<file path="src/rtl/pwm_compare_deadtime.sv">
// Three-phase compare PWM with shadowed compares and per-leg dead time.
// Ports: clk/rst (sync high), enable, new_cycle, triangle_count, cmp_a..c,
//   fault in; gate_hi/gate_lo[2:0] (bit0=A), load_ack, fault_latched out.
module pwm_compare_deadtime #(
  parameter int DEADTIME    = 40,
  parameter int CARRIER_MAX = 7999
) (
  input  logic        clk,
  input  logic        rst,
  input  logic        enable,
  input  logic        new_cycle,
  input  logic [15:0] triangle_count,
  input  logic [15:0] cmp_a,
  input  logic [15:0] cmp_b,
  input  logic [15:0] cmp_c,
  input  logic        fault,
  output logic [2:0]  gate_hi,
  output logic [2:0]  gate_lo,
  output logic        load_ack,
  output logic        fault_latched
);

  typedef enum logic [2:0] {
    ST_DEAD = 3'b001,
    ST_HIGH = 3'b010,
    ST_LOW  = 3'b100
  } leg_state_e;

  localparam logic [15:0] CMAX    = 16'(CARRIER_MAX);
  localparam logic [9:0]  DT_INIT = 10'(DEADTIME - 1);

  logic [15:0] cmp_in   [3];
  logic [15:0] active_q [3];
  logic [15:0] active_d [3];
  logic [2:0]  ref_q;
  logic [2:0]  ref_d;
  leg_state_e  state_q  [3];
  leg_state_e  state_d  [3];
  logic [9:0]  cnt_q    [3];
  logic [9:0]  cnt_d    [3];
  logic        load_ack_q;
  logic        load_ack_d;
  logic        fault_latched_q;
  logic        fault_latched_d;
  logic        run;
  logic        do_load;

  assign cmp_in[0] = cmp_a;
  assign cmp_in[1] = cmp_b;
  assign cmp_in[2] = cmp_c;

  always_comb begin
    // A fault on this edge already blocks conduction and loads.
    run             = enable & ~fault & ~fault_latched_q;
    do_load         = run & new_cycle;
    fault_latched_d = fault_latched_q | fault;
    load_ack_d      = do_load;
    ref_d           = '0;
    for (int i = 0; i < 3; i++) begin
      active_d[i] = active_q[i];
      state_d[i]  = state_q[i];
      cnt_d[i]    = cnt_q[i];
      if (do_load) begin
        active_d[i] = (cmp_in[i] > CMAX) ? CMAX : cmp_in[i];
      end
      ref_d[i] = triangle_count < active_q[i];
      if (!run) begin
        state_d[i] = ST_DEAD;
        cnt_d[i]   = DT_INIT;
      end else begin
        case (state_q[i])
          ST_HIGH: begin
            if (!ref_q[i]) begin
              state_d[i] = ST_DEAD;
              cnt_d[i]   = DT_INIT;
            end
          end
          ST_LOW: begin
            if (ref_q[i]) begin
              state_d[i] = ST_DEAD;
              cnt_d[i]   = DT_INIT;
            end
          end
          ST_DEAD: begin
            // Dead time always runs to completion, then follows ref.
            if (cnt_q[i] == '0) begin
              state_d[i] = ref_q[i] ? ST_HIGH : ST_LOW;
            end else begin
              cnt_d[i] = cnt_q[i] - 10'd1;
            end
          end
          default: begin
            state_d[i] = ST_DEAD;
            cnt_d[i]   = DT_INIT;
          end
        endcase
      end
    end
  end

  always_ff @(posedge clk) begin
    if (rst) begin
      ref_q           <= '0;
      load_ack_q      <= 1'b0;
      fault_latched_q <= 1'b0;
      for (int i = 0; i < 3; i++) begin
        active_q[i] <= '0;
        state_q[i]  <= ST_DEAD;
        cnt_q[i]    <= DT_INIT;
      end
    end else begin
      ref_q           <= ref_d;
      load_ack_q      <= load_ack_d;
      fault_latched_q <= fault_latched_d;
      for (int i = 0; i < 3; i++) begin
        active_q[i] <= active_d[i];
        state_q[i]  <= state_d[i];
        cnt_q[i]    <= cnt_d[i];
      end
    end
  end

  // Gates come straight from the one-hot state flops.
  assign gate_hi = {state_q[2][1], state_q[1][1], state_q[0][1]};
  assign gate_lo = {state_q[2][2], state_q[1][2], state_q[0][2]};
  assign load_ack      = load_ack_q;
  assign fault_latched = fault_latched_q;

endmodule

</file>
<file path="config.mk">
export PLATFORM = sky130hd
export DESIGN_NAME = pwm_compare_deadtime
export DESIGN_NICKNAME = d
export VERILOG_FILES = /design/src/rtl/pwm_compare_deadtime.sv
export SDC_FILE = /design/constraint.sdc
export NUM_CORES = 1
export LEC_CHECK = 0
export CAP_MARGIN = 20
export CORE_MARGIN = 4
export CORE_UTILIZATION = 35
export CTS_CLUSTER_SIZE = 14
export DETAILED_ROUTE_END_ITERATION = 10
export PLACE_DENSITY_LB_ADDON = 0.2
export SKIP_LAST_GASP = 1
export SYNTH_ARGS = -nofsm -noshare
export SYNTH_HDL_FRONTEND = slang
export SYNTH_SLANG_ARGS = --single-unit
export TNS_END_PERCENT = 5
</file>
<file path="constraint.sdc">
create_clock -name clk -period 3.5 [get_ports clk]
set_clock_uncertainty 0.05 [all_clocks]
set_input_delay 1.05 -clock clk [delete_from_list [all_inputs] [get_ports clk]]
set_output_delay 1.05 -clock clk [all_outputs]
set_load 0.005 [all_outputs]
</file>
==> run_results.csv, run 1 <==
group,metric,value,unit
synth,synth_enable_flop_cells,0,
sta,timing.final.crit_period,2.66,ns
detailed_routing,drt_pre_antenna_iters,4,
worst_setup_path,worstSetupStartpointType,"input port",
detailed_routing,drc_errors,0,
synth,synth.largest_area_cell,"sky130_fd_sc_hd__dfxtp_1",
worst_setup_path,r2r_slack,1.37,ns
sta,timing_worst_slew_pin_value,0.785,ns
sta,worst_setup_slack_after_layout,0.838,ns
clock_network,clock_sinks,92,
sta,timing_max_transition_violations_final,0,
status,status,"finished, final reports clean",
synth,yosys.area.top_type_share,0.377,
floorplanning,effective_utilization_at_floorplan,0.363,
floorplanning,core,13500,µm²
sta,timing.final.hold_violations,0,
finish,antenna-diode-count,0,
sta,final_min_period_over_clock_period,0.761,
global_routing,number_of_global_route_vias_before_repair,4252,
synth,avgSynthCellArea,8.53,µm²
synth,netlist_instances,573,
worst_setup_path,slowest_delay,0.44,ns
worst_setup_path,timing.critical_path.to_type,"flip-flop",
worst_setup_path,critPathRequiredTime,3.67,ns
clock_network,postCtsHoldBufs,0,
clock_network,cts_setup_buffers,0,
synth,ys.flop_type,"sky130_fd_sc_hd__dfxtp_1",
floorplanning,row_count,42,
finish,layout.core_utilization,0.449,
synth,async_flop_share,0,
worst_setup_path,crit_buf_inv,1,
finish,num-nets-final,756,
synth,synth-seq-area-share,0.377,
place,routability_congestion,0.790,
clock_network,cts_tree,"done",
synth,syn_area,4890,µm²
flow_run,max_cap_viol_count,0,
floorplanning,die_span_x,126,µm
global_routing,grt_start_max_net_pins,52,
detailed_routing,drtAntennaViolNets,0,
clock_network,cts.repair.resized,0,
clock_network,clockRootBuffer,"sky130_fd_sc_hd__clkbuf_16",
sta,setup_repair_after_global_routing_missed_its_margin,"false",
pwr,total_leakage_power,2.23,nW
synth,biggest_area_contributors_in_the_synthesized_netlist,"sky130_fd_sc_hd__dfxtp_1 38%, sky130_fd_sc_hd__ha_1 12%, sky130_fd_sc_hd__a211oi_1 5.2%",
clock_network,cts.clk_slew.worst_paths,0.07,ns
finish,layout-drive-gt1-share,0.0512,
pwr,vdd_drop_max,0.254,mV
global_routing,grt_first_pass_wirelength,20000,µm
worst_hold_path,worstHoldPathType,"reg -> reg",
worst_setup_path,path_cells,"clkdlybuf4s50_1 > nor3b_1 > and2_1 > nand2_1 > nor2_1 > a211oi_1",
worst_setup_path,worstPathArrival,2.83,ns
detailed_routing,initialDrtViolationCount,198,
finish,num-fill-cells,1407,
floorplanning,floorplan_die_area,15900,µm²
pwr,fin_total_pwr,0.00225,W
detailed_routing,avgRoutedWirePerCell,14.6,µm
synth,ys.warnings.count,0,
worst_setup_path,regToRegStartpoint,"cnt_q[0][10]",
worst_setup_path,timing.critical_path.from,"fault",
synth,synth.lib_cells_used.distinct,50,
global_routing,overflow,0,
clock_network,numCtsBuffers,9,
global_routing,global_route.usage.total,0.154,
floorplanning,io_pins,77,
clock_network,clk_path_buf_depth,2,
place,dp_slack,0.416,ns
global_routing,grt_antenna_before_repair,0,
worst_setup_path,path_class,"in -> reg",
worst_setup_path,crit_cells,6,
worst_hold_path,min-delay-start,"active_q[0][45]",
place,io_buffers,76,
clock_network,cts_max_level,3,
clock_network,worstSkewPairLatency,0.35,ns
pwr,powerDensity,371,nW/µm²
sta,max_freq,0.376,GHz
worst_setup_path,critPathMaxFanout,7,
sta,maxSlewHeadroom,0.475,
worst_setup_path,path_delay_family,"simple AND/OR/NAND/NOR gates",
detailed_routing,num_vias,4228,
sta,setup-tns-final,0,ns
floorplanning,die_height,126,µm
worst_setup_path,worst_path_max_delay_cell,"sky130_fd_sc_hd__nor3b_1",
synth,synthesis.nets,690,
detailed_routing,viasPerCell,5.16,
worst_setup_path,r2r.worst_path.cells,7,
worst_hold_path,hold_path_depth,2,
finish,flow.area_growth_from_synthesis,23.7,%
synth,synth-seq-cells,92,
place,place.detailed.hpwl,9300,µm
sta,final-setup-viol-count,0,
detailed_routing,drt_wl_total,11900,µm
synth_stat cells (7+ instances only):
master and instances:
sky130_fd_sc_hd__dfxtp_1 92, sky130_fd_sc_hd__nor2_1 64, sky130_fd_sc_hd__inv_1 56, sky130_fd_sc_hd__ha_1 48
sky130_fd_sc_hd__nor3_1 35, sky130_fd_sc_hd__a211oi_1 34, sky130_fd_sc_hd__a21oi_1 31, sky130_fd_sc_hd__nand2_1 27
sky130_fd_sc_hd__nand4_1 17, sky130_fd_sc_hd__clkbuf_1 16, sky130_fd_sc_hd__xor2_1 14, sky130_fd_sc_hd__nand2b_1 13
sky130_fd_sc_hd__nand3_1 12, sky130_fd_sc_hd__nor2b_1 8, sky130_fd_sc_hd__o21ai_0 8, sky130_fd_sc_hd__xnor2_1 8
sky130_fd_sc_hd__o211ai_1 7
cells in the final DEF (no fill, tap or decap), drive strengths merged, types with 8 or more instances in the layout:
| master | synthesis | routed |
|---|---|---|
| dfxtp | 92 | 92 |
| nor2b | 8 | 8 |
| nand2 | 27 | 27 |
| o21ai | 10 | 10 |
| xor2 | 14 | 14 |
| clkdlybuf4s50 | 0 | 75 |
| nand2b | 13 | 13 |
| nor2 | 64 | 64 |
| xnor2 | 8 | 8 |
| nand4 | 18 | 18 |
| a211oi | 34 | 34 |
| a21oi | 31 | 31 |
| nand3 | 12 | 12 |
| clkbuf | 16 | 10 |
| nor3 | 36 | 36 |
| ha | 48 | 48 |
| inv | 56 | 56 |
logic make-up (layout without fill, tap and decap cells):
kind of cell    Yosys count  count (layout)  share of synthesized area
simple gates            220             220                      0.240
xor+xnor                 22              22                     0.0394
compound gates          108             108                      0.150
buf+inv                  81             152                     0.0671
fa+ha+maj                48              48                      0.123
mux                       2               2                    0.00410
flops                    92              92                      0.377
where the power goes:
part | switching, W | internal (W) | leakage [nW] | total (W)
clock | 0.000421 | 0.000480 | 0.124 | 0.000901
sequential | 0.0000111 | 0.00107 | 0.747 | 0.00108
combinational | 0.000123 | 0.000137 | 1.36 | 0.000260
worst reg2reg max path: cells and delay by family (launching register included):
family	cells	cell delay (ns)
AND/OR/NAND/NOR	3	0.90
AO/OA/AOI/OAI	2	0.39
flip-flops	1	0.34
adder cells (fa/ha/maj)	1	0.27
buffers and inverters	1	0.09
cell type report:
class / instances / area, µm² / share of cell area
multi-input cells: 400 / 2720 / 0.450
flip-flops and latches: 92 / 1840 / 0.305
repair buffers: 80 / 786 / 0.130
clock buffers: 10 / 229 / 0.0379
well taps: 176 / 220 / 0.0364
inverters: 56 / 210 / 0.0348
clock inverters: 6 / 41.3 / 0.00683
path summary, 6_finish.rpt:
check,endpoint
max,active_q[0][35]
min,active_q[0][45]
max reg2reg,cnt_q[0][12]
min reg2reg,active_q[0][45]
routing by layer:
metal / part of all wire / global-route usage / wire length, µm
met1: 0.45 / 0.193 / 5430
met2: 0.48 / 0.253 / 5730
met3: 0.044 / 0.0478 / 529
met4: 0.022 / 0.0511 / 257
met5: 0 / 0 / 0
registers in the layout (all words and copies together), names as in the netlist:
name and cells:
load_ack 1, cnt_q 30, ref_q 3, state_q 9, fault_latched 1, active_q 48
through the flow:
step	instances	cell area (µm²)	hold slack [ns]
floorplan	573	4890	0.378
global placement	804	5780	0.384
detailed placement	804	5780	0.391
CTS	820	6050	0.402
global route	820	6050	0.432
finish	820	6050	0.396
(Power assumes the default switching activity.)
==> inputs of run 2 (changes only) <==
Clock period 3.5 ns to 2.3 ns, I/O delays scaled along.
==> run 2 against run 1 <==
Worst setup slack got worse by 0.66 ns. Total power increased by 65%. Final area increased by 4.4%. Non-clock buffer count increased by 23. Global-route usage increased by 0.17 points. Register-to-register slack got worse by 1.1 ns. Core utilization increased by 2.0 points. Flip-flop and latch count unchanged. Critical path depth decreased by 5. Routed wire length increased by 1.2%.
==> run_results.csv, run 2 (synthesis results as in run 1) <==
group,metric,value,unit
finish,layout_top_registers,"active_q x48, cnt_q x30, state_q x9",
detailed_routing,avgRoutedWirePerCell,14.4,µm
worst_setup_path,crit_cells,1,
floorplanning,floorplan_die_area,15900,µm²
worst_setup_path,r2r_slack,0.26,ns
finish,layout-drive-gt1-share,0.0841,
clock_network,clockRootBuffer,"sky130_fd_sc_hd__clkbuf_16",
sta,worst_setup_slack_after_layout,0.183,ns
detailed_routing,num_vias,4293,
global_routing,global_route.usage.total,0.156,
finish,final_common_cell,"sky130_fd_sc_hd__dfxtp_1",
floorplanning,die_span_x,126,µm
finish,flow.area_growth_from_synthesis,29.1,%
global_routing,grt_antenna_before_repair,0,
clock_network,cts.repair.resized,0,
pwr,powerDensity,585,nW/µm²
sta,timing_max_transition_violations_final,0,
place,io_buffers,76,
detailed_routing,viasPerCell,5.10,
sta,max_freq,0.472,GHz
detailed_routing,drtAntennaViolNets,0,
sta,timing.final.hold_violations,0,
worst_setup_path,path_cells,"clkdlybuf4s50_1",
clock_network,clock_sinks,92,
finish,final_cell_mix,"92 x sky130_fd_sc_hd__dfxtp_1, 75 x sky130_fd_sc_hd__clkdlybuf4s50_1, 64 x sky130_fd_sc_hd__nor2_1",
floorplanning,die_height,126,µm
clock_network,numCtsBuffers,9,
finish,seq_area,1840,µm²
sta,final-setup-viol-count,0,
floorplanning,io_pins,77,
place,routability_congestion,0.808,
sta,timing.final.crit_period,2.12,ns
detailed_routing,initialDrtViolationCount,176,
worst_setup_path,critPathRequiredTime,1.56,ns
worst_hold_path,worstHoldPathType,"reg -> reg",
finish,post_layout_nonfiller_instances,842,
place,dpl.cell_count,826,
worst_setup_path,worst_path_max_delay_cell,"sky130_fd_sc_hd__clkdlybuf4s50_1",
finish,antenna-diode-count,0,
finish,num-nets-final,779,
finish,num-fill-cells,1360,
sta,maxSlewHeadroom,0.624,
sta,final_min_period_over_clock_period,0.921,
finish,max_reg_flops,48,
detailed_routing,drc_errors,0,
global_routing,number_of_global_route_vias_before_repair,4339,
worst_setup_path,crit_buf_inv,1,
worst_setup_path,worstSetupStartpointType,"flip-flop",
worst_setup_path,path_delay_family,"buffers and inverters",
worst_setup_path,path_class,"reg -> out",
global_routing,overflow,0,
worst_setup_path,slowest_delay,0.56,ns
detailed_routing,drt_pre_antenna_iters,4,
pwr,total_leakage_power,2.39,nW
clock_network,worstSkewPairLatency,0.34,ns
clock_network,postCtsHoldBufs,0,
finish,multi_input_area,2720,µm²
place,dp_slack,-0.103,ns
global_routing,grt_first_pass_wirelength,20300,µm
sta,timing_worst_slew_pin_value,0.559,ns
detailed_routing,drt_wl_total,12100,µm
worst_setup_path,r2r.worst_path.cells,7,
clock_network,cts.clk_slew.worst_paths,0.07,ns
clock_network,clk_path_buf_depth,2,
status,status,"finished, final reports clean",
place,place.detailed.hpwl,9500,µm
floorplanning,core,13500,µm²
clock_network,cts_tree,"done",
floorplanning,effective_utilization_at_floorplan,0.363,
sta,setup-tns-final,0,ns
sta,setup_repair_after_global_routing_missed_its_margin,"false",
flow_run,max_cap_viol_count,0,
clock_network,cts_max_level,3,
worst_setup_path,critPathMaxFanout,7,
finish,register_with_the_most_flip_flops,"active_q",
worst_setup_path,worstPathArrival,1.38,ns
worst_setup_path,timing.critical_path.to_type,"primary output",
floorplanning,row_count,42,
pwr,vdd_drop_max,0.483,mV
global_routing,grt_start_max_net_pins,53,
worst_hold_path,hold_path_depth,2,
-- run 2: cell count changes in the layout (fill, tap and decap cells not counted), sizes merged --
cell	before	now
buf	5	28
bufinv	0	2
clkbuf	10	11
clkinv	3	1
clkinvlp	3	1
-- run 2: timing repair --
| action | CTS | global route |
|---|---|---|
| buffers inserted | 0 | 1 |
| hold endpoints to repair | 0 | 0 |
| endpoints found under the setup margin | 0 | 1 |
-- run 2: stage by stage --
step	area, µm²	util	hold WS (ns)	total power (W)
global route	6310	0.469	0.420	0.00387
CTS	6300	0.469	0.407	0.00375
global placement	5980	0.444	0.388	0.00209
finish	6310	0.469	0.400	0.00369
detailed placement	5980	0.444	0.398	0.00211
floorplan	4890	-	0.378	0.00188
-- run 2: worst paths after layout --
path                         from               to
setup / recovery    state_q[0][5]       gate_lo[1]
setup reg to reg      cnt_q[0][0]      cnt_q[0][8]
hold reg to reg   active_q[0][29]  active_q[0][29]
hold / removal    active_q[0][29]  active_q[0][29]
-- run 2: per-layer routing --
layer	GRT usage	vias to the layer above	part of all wire
li1	-	2196	-
met1	0.188	1997	0.46
met2	0.263	85	0.48
met3	0.0483	15	0.039
met4	0.0536	0	0.020
met5	0	-	0
-- run 2: cell type report --
| type | instances | share of cell area |
|---|---|---|
| Clock buffer | 11 | 0.0400 |
| Clock inverter | 4 | 0.0115 |
| Inverter | 56 | 0.0333 |
| Multi-Input combinational cell | 400 | 0.431 |
| Sequential cell | 92 | 0.292 |
| Tap cell | 176 | 0.0349 |
| Timing Repair Buffer | 103 | 0.158 |
-- run 2: where the power goes --
group          internal (W)  total (W)  switching, W
Clock               0.00100    0.00162      0.000619
Sequential          0.00163    0.00165     0.0000166
Combinational      0.000231   0.000423      0.000193
==> inputs of run 3 (changes only) <==
Settings changed: CORE_UTILIZATION 35 to 49.
==> run 3 against run 2 <==
Via count rose by 1.4%. Hold slack improved by 0.0041 ns. Routed wire length fell by 5.7%. Sequential share of layout area rose by 0.84 points. Total power fell by 14%. Global-route usage rose by 4.6 points. Die area fell by 27%. Final area fell by 2.8%. Largest power group unchanged.
==> run_results.csv, run 3 (synthesis results as in run 1) <==
group,metric,value,unit
worst_setup_path,path_cells,"clkdlybuf4s50_1",
detailed_routing,drtAntennaViolNets,0,
clock_network,postCtsHoldBufs,0,
worst_hold_path,min-delay-start,"active_q[0][30]",
sta,setup_repair_after_global_routing_missed_its_margin,"false",
worst_setup_path,reg2reg_to,"cnt_q[0][5]",
finish,max_reg_flops,48,
worst_hold_path,hold_path_depth,2,
worst_setup_path,worst_path_max_delay_cell,"sky130_fd_sc_hd__clkdlybuf4s50_1",
finish,multi_input_area,2720,µm²
floorplanning,floorplan_die_area,11600,µm²
sta,final_min_period_over_clock_period,0.916,
finish,register_with_the_most_flip_flops,"active_q",
clock_network,cts.clk_slew.worst_paths,0.09,ns
place,routability_congestion,0.856,
floorplanning,effective_utilization_at_floorplan,0.502,
detailed_routing,drc_errors,0,
clock_network,worstSkewPairLatency,0.36,ns
finish,seq_area,1840,µm²
place,place.detailed.hpwl,8970,µm
detailed_routing,viasPerCell,5.43,
worst_setup_path,regToRegStartpoint,"cnt_q[0][0]",
finish,flow.area_growth_from_synthesis,25.5,%
sta,timing_max_transition_violations_final,0,
sta,timing.final.crit_period,2.11,ns
detailed_routing,drt_pre_antenna_iters,4,
floorplanning,io_pins,77,
finish,layout-drive-gt1-share,0.0867,
worst_setup_path,critPathRequiredTime,1.56,ns
sta,worst_setup_slack_after_layout,0.194,ns
place,dp_slack,-0.145,ns
clock_network,clock_sinks,92,
pwr,total_leakage_power,2.33,nW
detailed_routing,drt_wl_total,11400,µm
sta,timing_worst_slew_pin_value,0.545,ns
place,dpl.cell_count,786,
global_routing,grt_start_max_net_pins,29,
worst_hold_path,min_delay_worst_endpoint,"active_q[0][30]",
sta,final-setup-viol-count,0,
worst_hold_path,worstHoldPathType,"reg -> reg",
finish,antenna-diode-count,0,
clock_network,cts.repair.resized,0,
worst_setup_path,path_class,"reg -> out",
finish,final_cell_mix,"92 x sky130_fd_sc_hd__dfxtp_1, 75 x sky130_fd_sc_hd__clkdlybuf4s50_1, 64 x sky130_fd_sc_hd__nor2_1",
place,io_buffers,76,
worst_setup_path,r2r_slack,0.21,ns
finish,final_common_cell,"sky130_fd_sc_hd__dfxtp_1",
sta,final.hold.worst_slack,0.404,ns
sta,maxSlewHeadroom,0.634,
finish,layout.core_utilization,0.631,
worst_setup_path,worstPathArrival,1.37,ns
clock_network,cts_setup_buffers,0,
clock_network,clk_path_buf_depth,2,
sta,timing.final.hold_violations,0,
worst_setup_path,worstSetupStartpointType,"flip-flop",
worst_setup_path,slowest_delay,0.55,ns
worst_setup_path,timing.critical_path.from,"state_q[0][5]",
worst_setup_path,r2r.worst_path.cells,7,
floorplanning,row_count,36,
floorplanning,die_span_x,108,µm
sta,max_freq,0.475,GHz
worst_setup_path,crit_buf_inv,1,
finish,num-fill-cells,875,
global_routing,grt_first_pass_wirelength,19100,µm
worst_setup_path,timing.critical_path.to_type,"primary output",
detailed_routing,avgRoutedWirePerCell,14.2,µm
detailed_routing,num_vias,4353,
detailed_routing,initialDrtViolationCount,165,
status,status,"finished, final reports clean",
pwr,vdd_drop_max,0.381,mV
worst_setup_path,path_delay_family,"buffers and inverters",
clock_network,numCtsBuffers,9,
global_routing,overflow,0,
clock_network,cts_max_level,3,
global_routing,grt_antenna_before_repair,0,
finish,post_layout_nonfiller_instances,802,
clock_network,cts_tree,"done",
floorplanning,core,9730,µm²
clock_network,clockRootBuffer,"sky130_fd_sc_hd__clkbuf_8",
global_routing,global_route.usage.total,0.201,
global_routing,number_of_global_route_vias_before_repair,4298,
finish,layout_top_registers,"active_q x48, cnt_q x30, state_q x9",
worst_setup_path,critPathMaxFanout,7,
pwr,powerDensity,518,nW/µm²
floorplanning,die_height,108,µm
flow_run,max_cap_viol_count,0,
finish,num-nets-final,781,
run 3: metrics by stage:
stage          power, W  area [µm²]  setup TNS (ns)
2_1_floorplan   0.00188        4890               0
3_3_place_gp    0.00209        5940           -1.66
3_5_place_dp    0.00211        5940           -3.09
4_1_cts         0.00321        6140               0
5_1_grt         0.00334        6140               0
6_report        0.00318        6140               0
run 3: how the worst max path moves through the flow:
| stage | endpoint | slack (ns) | cells past startpoint |
|---|---|---|---|
| 6_report | gate_lo[1] | 0.19 | 1 |
| 5_1_grt | cnt_q[0][5] | 0.08 | 7 |
| 4_1_cts | gate_lo[1] | 0.18 | 1 |
| 3_5_place_dp | active_q[0][32] | -0.14 | 6 |
| 3_3_place_gp | cnt_q[0][20] | -0.10 | 8 |
| 2_1_floorplan | cnt_q[0][12] | 0.35 | 5 |
run 3: metal layers:
layer  part of all wire  vias to the layer above  track usage
met2               0.49                      108        0.349
met1               0.45                     2019        0.253
met5                  0                        -            0
li1                   -                     2213            -
met3              0.047                       13       0.0390
met4              0.013                        0       0.0586
run 3: final cells by class:
cell class,count,area share
tap,133,0.0271
inverter,56,0.0343
sequential,92,0.300
clock inverter,5,0.00958
timing repair buffer,105,0.163
multi-input combinational,400,0.443
clock buffer,11,0.0230
run 3: power by group:
part	switching [W]	internal (W)	total, W
registers	0.0000164	0.00163	0.00165
logic	0.000192	0.000233	0.000425
clock network	0.000573	0.000535	0.00111
run 3: worst register-to-register path, stage by stage (launching register included):
cell and delay [ns]:
sky130_fd_sc_hd__dfxtp_1 0.31, sky130_fd_sc_hd__inv_1 0.08, sky130_fd_sc_hd__ha_1 0.19, sky130_fd_sc_hd__or4b_4 0.51, sky130_fd_sc_hd__nor4_4 0.45, sky130_fd_sc_hd__or2_2 0.22, sky130_fd_sc_hd__o21ai_0 0.08, sky130_fd_sc_hd__o311ai_0 0.11
